**config.mk**
```make
export PLATFORM = sky130hd
export DESIGN_NAME = dtlb
export DESIGN_NICKNAME = d
export VERILOG_FILES = /design/src/rtl/dtlb_pkg.sv /design/src/rtl/dtlb_match.sv /design/src/rtl/dtlb.sv
export SDC_FILE = /design/constraint.sdc
export NUM_CORES = 1
export LEC_CHECK = 0
export BUFFER_PORTS_ARGS = -buffer_cell sky130_fd_sc_hd__buf_2
export CORE_UTILIZATION = 40
export DETAILED_ROUTE_END_ITERATION = 8
export PLACE_DENSITY = 0.59
export SETUP_SLACK_MARGIN = 0.5
export SYNTH_ARGS = -nofsm -noshare
export SYNTH_HDL_FRONTEND = slang
export SYNTH_SLANG_ARGS = --single-unit
```
**constraint.sdc**
```tcl
create_clock -name clk -period 9.1 [get_ports clk]
set_clock_uncertainty 0.1 [all_clocks]
set_input_delay 0.455 -clock clk [delete_from_list [all_inputs] [get_ports clk]]
set_output_delay 0.455 -clock clk [all_outputs]
set_load 0.01 [all_outputs]
```
**src/rtl/dtlb_pkg.sv**
```systemverilog
// Shared translation types: walker response, TLB entry layout, page-size codes
// and the helpers for PA forming and permission checks.
package dtlb_pkg;

  localparam logic [1:0] PGSZ_1G = 2'd0;
  localparam logic [1:0] PGSZ_2M = 2'd1;
  localparam logic [1:0] PGSZ_4K = 2'd2;

  typedef struct packed {
    logic [63:0] paddr;
    logic        fault;
    logic        dirty;
    logic        readable;
    logic        writable;
    logic        executable;
    logic        user;
    logic [1:0]  pgsize;
  } page_walk_rsp_t;

  typedef struct packed {
    logic        valid;
    logic [26:0] vpn;
    logic [1:0]  pgsize;
    logic [51:0] pa;
    logic        dirty;
    logic        readable;
    logic        writable;
    logic        user;
  } tlb_entry_t;

  typedef enum logic [1:0] {
    ST_IDLE = 2'd0,
    ST_WALK = 2'd1,
    ST_WAIT = 2'd2
  } state_t;

  // Splices the page frame with the in-page offset for the given page size.
  function automatic logic [63:0] form_pa(input logic [51:0] pa, input logic [1:0] pgsize,
                                          input logic [29:0] va_off);
    case (pgsize)
      PGSZ_1G: form_pa = {pa[51:18], va_off[29:0]};
      PGSZ_2M: form_pa = {pa[51:9], va_off[20:0]};
      default: form_pa = {pa, va_off[11:0]};
    endcase
  endfunction

  function automatic logic is_canonical(input logic [63:0] va);
    return (&va[63:38]) | ~(|va[63:38]);
  endfunction

  function automatic logic perm_fault(input logic store, input logic readable,
                                     input logic writable);
    return store ? ~writable : ~readable;
  endfunction

endpackage

```
**src/rtl/dtlb_match.sv**
```systemverilog
// Combinational compare of one virtual address against one TLB entry,
// honouring the entry's page size, plus the physical address it would produce.
module tlb_match
  import dtlb_pkg::*;
(
  input  tlb_entry_t  entry,
  input  logic [38:0] va,
  output logic        match,
  output logic [63:0] pa
);

  logic [26:0] vpn;
  assign vpn = va[38:12];

  always_comb begin
    match = 1'b0;
    if (entry.valid) begin
      case (entry.pgsize)
        PGSZ_1G: match = (entry.vpn[26:18] == vpn[26:18]);
        PGSZ_2M: match = (entry.vpn[26:9] == vpn[26:9]);
        default: match = (entry.vpn == vpn);
      endcase
    end
  end

  assign pa = form_pa(entry.pa, entry.pgsize, va[29:0]);

endmodule

```
**src/rtl/dtlb.sv**
```systemverilog
// Fully associative data TLB: single-cycle hits, one outstanding page walk on
// a miss, installs non-faulting walk results into the victim entry.
module dtlb
  import dtlb_pkg::*;
#(
  parameter int N_ENTRIES = 8,
  localparam int LG_N = $clog2(N_ENTRIES)
) (
  input  logic           clk,
  input  logic           reset,
  input  logic           clear_tlb,
  input  logic           req_valid,
  output logic           req_ready,
  input  logic [63:0]    req_va,
  input  logic           req_store,
  output logic           rsp_valid,
  output logic [63:0]    rsp_pa,
  output logic           rsp_fault,
  output logic           rsp_dirty,
  output logic           rsp_user,
  output logic           rsp_hit,
  output logic           walk_req,
  output logic [63:0]    walk_va,
  input  logic           walk_rsp_valid,
  input  page_walk_rsp_t walk_rsp,
  output logic [1:0]     dbg_state
);

  // Handshake: a request transfers on a cycle where req_valid && req_ready;
  // req_ready is high only in IDLE, rsp_valid is a single-cycle pulse with no
  // backpressure, and walk_req is a single-cycle pulse with walk_va held
  // until walk_rsp_valid.

  tlb_entry_t       entries [N_ENTRIES];
  logic [LG_N-1:0]  repl_ptr;
  state_t           state, state_nxt;
  logic [63:0]      va_q;
  logic             store_q;
  logic             stale_q;

  logic [N_ENTRIES-1:0] hit_vec;
  logic [63:0]          hit_pa [N_ENTRIES];
  logic                 hit_any, has_free, canon, accept, lookup_hit, walk_done, fill_en;
  logic [LG_N-1:0]      hit_idx, free_idx, victim;
  tlb_entry_t           hit_entry;
  logic                 unused_rsp_bits;

  assign unused_rsp_bits = ^{walk_rsp.executable, walk_rsp.paddr[11:0]};

  for (genvar g = 0; g < N_ENTRIES; g++) begin : g_match
    tlb_match u_match (
      .entry (entries[g]),
      .va    (req_va[38:0]),
      .match (hit_vec[g]),
      .pa    (hit_pa[g])
    );
  end

  // Descending scans so the lowest index wins for both hit and free slot.
  always_comb begin
    hit_any  = 1'b0;
    hit_idx  = '0;
    has_free = 1'b0;
    free_idx = '0;
    for (int i = N_ENTRIES - 1; i >= 0; i--) begin
      if (hit_vec[i]) begin
        hit_any = 1'b1;
        hit_idx = LG_N'(i);
      end
      if (!entries[i].valid) begin
        has_free = 1'b1;
        free_idx = LG_N'(i);
      end
    end
  end

  assign victim     = has_free ? free_idx : repl_ptr;
  assign hit_entry  = entries[hit_idx];
  assign req_ready  = (state == ST_IDLE);
  assign accept     = req_valid & req_ready;
  assign canon      = is_canonical(req_va);
  assign lookup_hit = canon & hit_any & ~clear_tlb;
  assign walk_done  = (state == ST_WAIT) & walk_rsp_valid;
  assign fill_en    = walk_done & ~walk_rsp.fault & ~stale_q;
  assign walk_va    = va_q;
  assign dbg_state  = state;

  always_comb begin
    state_nxt = state;
    walk_req  = 1'b0;
    case (state)
      ST_IDLE: if (accept && canon && !lookup_hit) state_nxt = ST_WALK;
      ST_WALK: begin
        walk_req  = 1'b1;
        state_nxt = ST_WAIT;
      end
      ST_WAIT: if (walk_rsp_valid) state_nxt = ST_IDLE;
      default: state_nxt = ST_IDLE;
    endcase
  end

  always_ff @(posedge clk) begin
    if (reset) begin
      state     <= ST_IDLE;
      rsp_valid <= 1'b0;
      rsp_pa    <= '0;
      rsp_fault <= 1'b0;
      rsp_dirty <= 1'b0;
      rsp_user  <= 1'b0;
      rsp_hit   <= 1'b0;
      va_q      <= '0;
      store_q   <= 1'b0;
      stale_q   <= 1'b0;
    end else begin
      state     <= state_nxt;
      rsp_valid <= 1'b0;
      if (accept) begin
        if (!canon) begin
          rsp_valid <= 1'b1;
          rsp_pa    <= '0;
          rsp_fault <= 1'b1;
          rsp_dirty <= 1'b0;
          rsp_user  <= 1'b0;
          rsp_hit   <= 1'b0;
        end else if (lookup_hit) begin
          rsp_valid <= 1'b1;
          rsp_pa    <= hit_pa[hit_idx];
          rsp_fault <= perm_fault(req_store, hit_entry.readable, hit_entry.writable);
          rsp_dirty <= hit_entry.dirty;
          rsp_user  <= hit_entry.user;
          rsp_hit   <= 1'b1;
        end else begin
          va_q    <= req_va;
          store_q <= req_store;
          stale_q <= 1'b0;
        end
      end
      // A flush while the walk is in flight makes its result unsafe to cache.
      if (state != ST_IDLE && clear_tlb) stale_q <= 1'b1;
      if (walk_done) begin
        rsp_valid <= 1'b1;
        rsp_pa    <= form_pa(walk_rsp.paddr[63:12], walk_rsp.pgsize, va_q[29:0]);
        rsp_fault <= walk_rsp.fault |
                     perm_fault(store_q, walk_rsp.readable, walk_rsp.writable);
        rsp_dirty <= walk_rsp.dirty;
        rsp_user  <= walk_rsp.user;
        rsp_hit   <= 1'b0;
      end
    end
  end

  always_ff @(posedge clk) begin
    if (reset || clear_tlb) begin
      for (int i = 0; i < N_ENTRIES; i++) entries[i].valid <= 1'b0;
      repl_ptr <= '0;
    end else if (fill_en) begin
      entries[victim] <= '{valid:    1'b1,
                           vpn:      va_q[38:12],
                           pgsize:   walk_rsp.pgsize,
                           pa:       walk_rsp.paddr[63:12],
                           dirty:    walk_rsp.dirty,
                           readable: walk_rsp.readable,
                           writable: walk_rsp.writable,
                           user:     walk_rsp.user};
      if (!has_free) repl_ptr <= repl_ptr + LG_N'(1);
    end
  end

endmodule

```
After elaboration in Yosys (flattened, before gate mapping). Memories as Yosys holds them, arrays and structs flattened. Cells that the tools add are included.

Add/sub/neg operators: 1. $mul: 0. Div/mod/pow operators: 0. $lt $le $gt $ge: 1. Eq/ne operators: 40. Shift-type cells: 0. Muxes and demuxes: 101. Bitwise gates (word level): 19. Reduce and logical (&&, ||, !) cells: 29.

Operators by type and width (count): one-hot mux 30 bit (2 select lines) (9); two-way mux 64 bit (6); == test 27 bit (8); binary-select mux 64 bit (select 3 bit) (1); == test 18 bit (8); two-way mux 86 bit (1); OR reduction 86 bit (1); == test 9 bit (8); two-way mux 1 bit (54); two-way mux 3 bit (18); AND reduction 26 bit (1); OR reduction 26 bit (1); == test 2 x 1 -> 1 bit, second input constant (10); logical NOT 2 bit (10); one-hot mux 1 bit (2 select lines) (8); inverter 1 bit (10); AND reduction 2 bit (4); nonzero test 2 bit (4); AND 1 bit (6); two-way mux 2 bit (3); != test 2 x 1 -> 1 bit, second input constant (3); one-hot mux 2 bit (3 select lines) (1); AND reduction 3 bit (2); >= comparator 4 bit, second input constant (1); 10 further kinds (13).

Flip-flop bits (word level): 140. Bits in latches: 0. Memory bits (writable): 688. Memory bits (read-only): 0. Input bits: 142. Output and inout bits: 137. Logic and storage cells: 203. Memories: 1.

Memories: entries (words 8, bits a word 86, rd ports 9, clocked after Yosys merged registers in 0, wr ports 8, line dtlb.sv:34) `tlb_entry_t entries [N_ENTRIES];`.

Longest topological paths before layout. An unclocked memory read counts as a cell.

Word-level depth: 20. Depth in mapped cells: 16. Mapped depth without buffers: 11.

Modules after synthesis. Synthesis repeated with hierarchy kept, for this count alone.

Cell total of the unflattened synthesis: 2648. Area total of the unflattened synthesis: 37315.8 µm².

Modules (own cells, without submodules): dtlb (times used 1, cells an instance 1792, area an instance 30259.0 µm², seq. area each 23382.4 µm²); tlb_match (times used 8, cells an instance 107, area an instance 882.1 µm², seq. area each 0.0 µm²).

Least setup slack after synthesis. OpenSTA, ideal clock, no wires.

Path type: in2reg. From: input reset. To: memory entries[0][0] (netlist bit), enable pin. Library setup time: 0.635 ns. Arrival: 7.068 ns. Data required time: 8.365 ns. Setup slack: 1.298 ns. Stages on the path: 4. Buffers on the path: 1. Path through: clkbuf_1 > nor2_1 > nand3_1 > nor3_1.

RTL lines: start, declared (line dtlb.sv:10) `input logic reset,`; end, declared (line dtlb.sv:34).

==> impl_metrics.py <==
metrics = {
    "detailed_routing": {
        "routed_wl_um": 97300,
        "dr_total_vias": 22700,
        "dr.pass1.iters": 6,
        "via_per_inst": 5.66,
        "drc": 0,
        "wl_per_cell_um": 24.3,
        "first_iter_violations": 2095,
        "final_antenna_net_count": 0,
    },
    "min_path": {
        "min_path_type": "in -> reg",
    },
    "clocking": {
        "root_buffer": "clkbuf_16",
        "cts_resized": 0,
        "cts_setup_buffers": 0,
        "cts-hold-fix-buffers": 47,
        "cts_tree": "done",
        "clock-sinks": 828,
        "clkTransAtPathRegs_ns": 0.06,
        "cts.htree.levels": 3,
        "clk_latency_ns": 0.64,
        "clockBufferDepth": 3,
        "cts_buffers": 86,
    },
    "floorplanning": {
        "die_area_um2": 88300,
        "start_util": 0.407,
        "die_x_um": 297,
        "die_height_um": 297,
        "row_count": 107,
        "coreArea_um2": 85700,
        "io_pins": 279,
    },
    "synthesis": {
        "synth_nets": 2656,
        "avgSynthCellArea_um2": 13.9,
        "synth-edff-count": 680,
        "synth_top_area_cell": "edfxtp_1",
        "yosysTopAreaCellShare": 0.586,
        "yosysSeqAreaShare": 0.671,
        "yosys-top-cells-area": "edfxtp_1 (59%), dfxtp_1 (8.5%), xnor2_1 (4.1%), mux2i_1 (4.0%), nor2_1 (3.0%)",
        "ys.flop_type": "edfxtp_1",
        "synthCells": 2513,
        "synth.most_common_cell": "edfxtp_1",
        "netlist_area_um2": 34800,
        "ys_warn_count": 0,
        "synthArstFlopShare": 0,
        "synth.distinct_cells": 85,
        "ys_ff_latch": 828,
        "synthTopCellsByCount": "edfxtp_1 (680), nor2_1 (280), xnor2_1 (164), dfxtp_1 (148), a21oi_1 (142)",
    },
    "worst_setup_path": {
        "timing.critical_path.to_type": "register",
        "crit_required_ns": 9.52,
        "path_class": "reg -> reg",
        "arrival_ns": 5.99,
        "cp-start-kind": "register",
        "path_max_fanout": 72,
        "reg2reg_slack_ns": 3.53,
    },
    "placement": {
        "place.gp.congestion": 0.877,
        "portBuffers": 265,
        "dp_hpwl_um": 59300,
        "dp_slack_ns": 3.36,
    },
    "final_layout": {
        "postLayoutCoreUtil": 0.470,
        "syn_to_final_growth_pct": 15.6,
        "multi_input_area_um2": 10600,
        "fillers": 7621,
        "fin_nets": 2933,
        "drive_gt1_frac": 0.179,
        "seq_area_um2": 23400,
    },
    "sta": {
        "fin_crit_sh": 0.612,
        "relSlewSlack": 0.189,
        "worst-slew-pin-transition_ns": 1.22,
        "max_freq_mhz": 180,
        "rsz0062_at_grt": "false",
        "final.setup.worst_slack_ns": 3.53,
        "setup-violations-final": 0,
        "finalHoldViolCount": 0,
        "finalSetupTns_ns": 0,
        "drv_slew": 0,
        "fin_crit_ns": 5.57,
    },
    "grt": {
        "grt_usage": 0.215,
        "grt_antenna_before_repair": 21,
        "grt_overflow": 0,
        "grt_max_degree": 110,
        "grt_pass1_vias": 22900,
        "grt_first_pass_wirelength_um": 144000,
    },
    "pwr": {
        "switching_power_w": 0.00160,
        "vdd_drop_max_mv": 0.142,
        "p_int_w": 0.00613,
        "p_leak_nw": 15.1,
        "p_sw_frac": 0.207,
        "pwr-share-seq": 0.528,
        "powerDensity_nw_per_um2": 192,
        "comb_power_share": 0.029,
        "pwr-share-clk": 0.443,
    },
    "outcome": {
        "status": "complete, no violations",
    },
    "run": {
        "drv_cap": 0,
    },
}
cell usage in the layout (no fill, tap or decap), drive strengths merged, types with 39 or more instances in the layout:
master       netlist  final
a21oi            145    145
nand2             82     82
a221o             45     45
dfxtp            148    148
xor2              53     53
clkbuf            59    115
nand4             50     50
edfxtp           680    680
nor2             284    284
mux2i            139    139
buf               98    299
xnor2            165    165
dlygate4sd3        0     47
nor3              57     57
a22oi             39     39
mux2              75     75
area by class of cell:
cell class,instances,area share
inverter,11,0.00103
clock inverter,42,0.00960
tap,1144,0.0355
sequential,828,0.581
antenna,6,0.000373
timing repair buffer,346,0.0517
multi-input combinational,1517,0.263
clock buffer,115,0.0579
worst paths after layout:
path,start,end,cells after the start
worst max-delay path,entries[5][57]$_DFFE_PP_,rsp_pa[49]$_SDFFE_PP0P_,11
worst min-delay path,walk_rsp[25],entries[7][9]$_DFFE_PP_,1
worst max register to register,entries[5][57]$_DFFE_PP_,rsp_pa[49]$_SDFFE_PP0P_,11
worst min register to register,stale_q$_SDFFE_PP0P_,stale_q$_SDFFE_PP0P_,2
stage by stage:
| stage | hold slack (ns) | cells | power, W | instance area (um2) |
|---|---|---|---|---|
| floorplan | 0.337 | 2513 | 0.00427 | 34800 |
| global placement | 0.352 | 3799 | 0.00436 | 37100 |
| detailed placement | 0.352 | 3799 | 0.00437 | 37100 |
| CTS | 0.000641 | 4003 | 0.00780 | 40300 |
| global route | 0.0314 | 4005 | 0.00795 | 40300 |
| finish | 0.0278 | 4009 | 0.00773 | 40300 |
power by group through the flow:
stage | sequential [W] | clock, W | combinational [W]
floorplan | 0.00416 | 0 | 0.000106
global placement | 0.00416 | 0 | 0.000200
detailed placement | 0.00416 | 0 | 0.000207
CTS | 0.00408 | 0.00350 | 0.000225
global route | 0.00408 | 0.00363 | 0.000242
finish | 0.00408 | 0.00343 | 0.000225
state kept, by name, summed over array words and instances (netlist names), 2 cells and up:
register / cells
dbg_state: 2
entries: 688
repl_ptr: 3
rsp_pa: 64
walk_va: 64
cell families after synthesis:
| kind of cell | after synthesis | share of synthesized area |
|---|---|---|
| buf+inv | 168 | 0.0266 |
| mux | 214 | 0.0665 |
| compound gates | 469 | 0.0974 |
| xor+xnor | 218 | 0.0550 |
| fa+ha+maj | 1 | 0.000359 |
| simple gates | 615 | 0.0829 |
| flops | 828 | 0.671 |
worst max-delay path, stage by stage, from the launching register on:
cell and delay [ns]:
edfxtp_1 0.65, nor2_1 0.92, a31o_2 0.25, nand3_1 0.09, o21ai_1 0.16, a21boi_1 0.11
o21ai_2 0.57, and2_4 0.60, buf_4 0.58, buf_4 0.69, a21oi_1 0.17, a221o_1 0.39
routing by layer:
layer,vias to the layer above,track usage,part of all wire
li1,10100,-,-
met1,11300,0.283,0.41
met2,985,0.348,0.47
met3,208,0.0546,0.093
met4,20,0.0709,0.026
met5,-,0,0.0014
No activity file was read; power rests on OpenSTA's default activity.
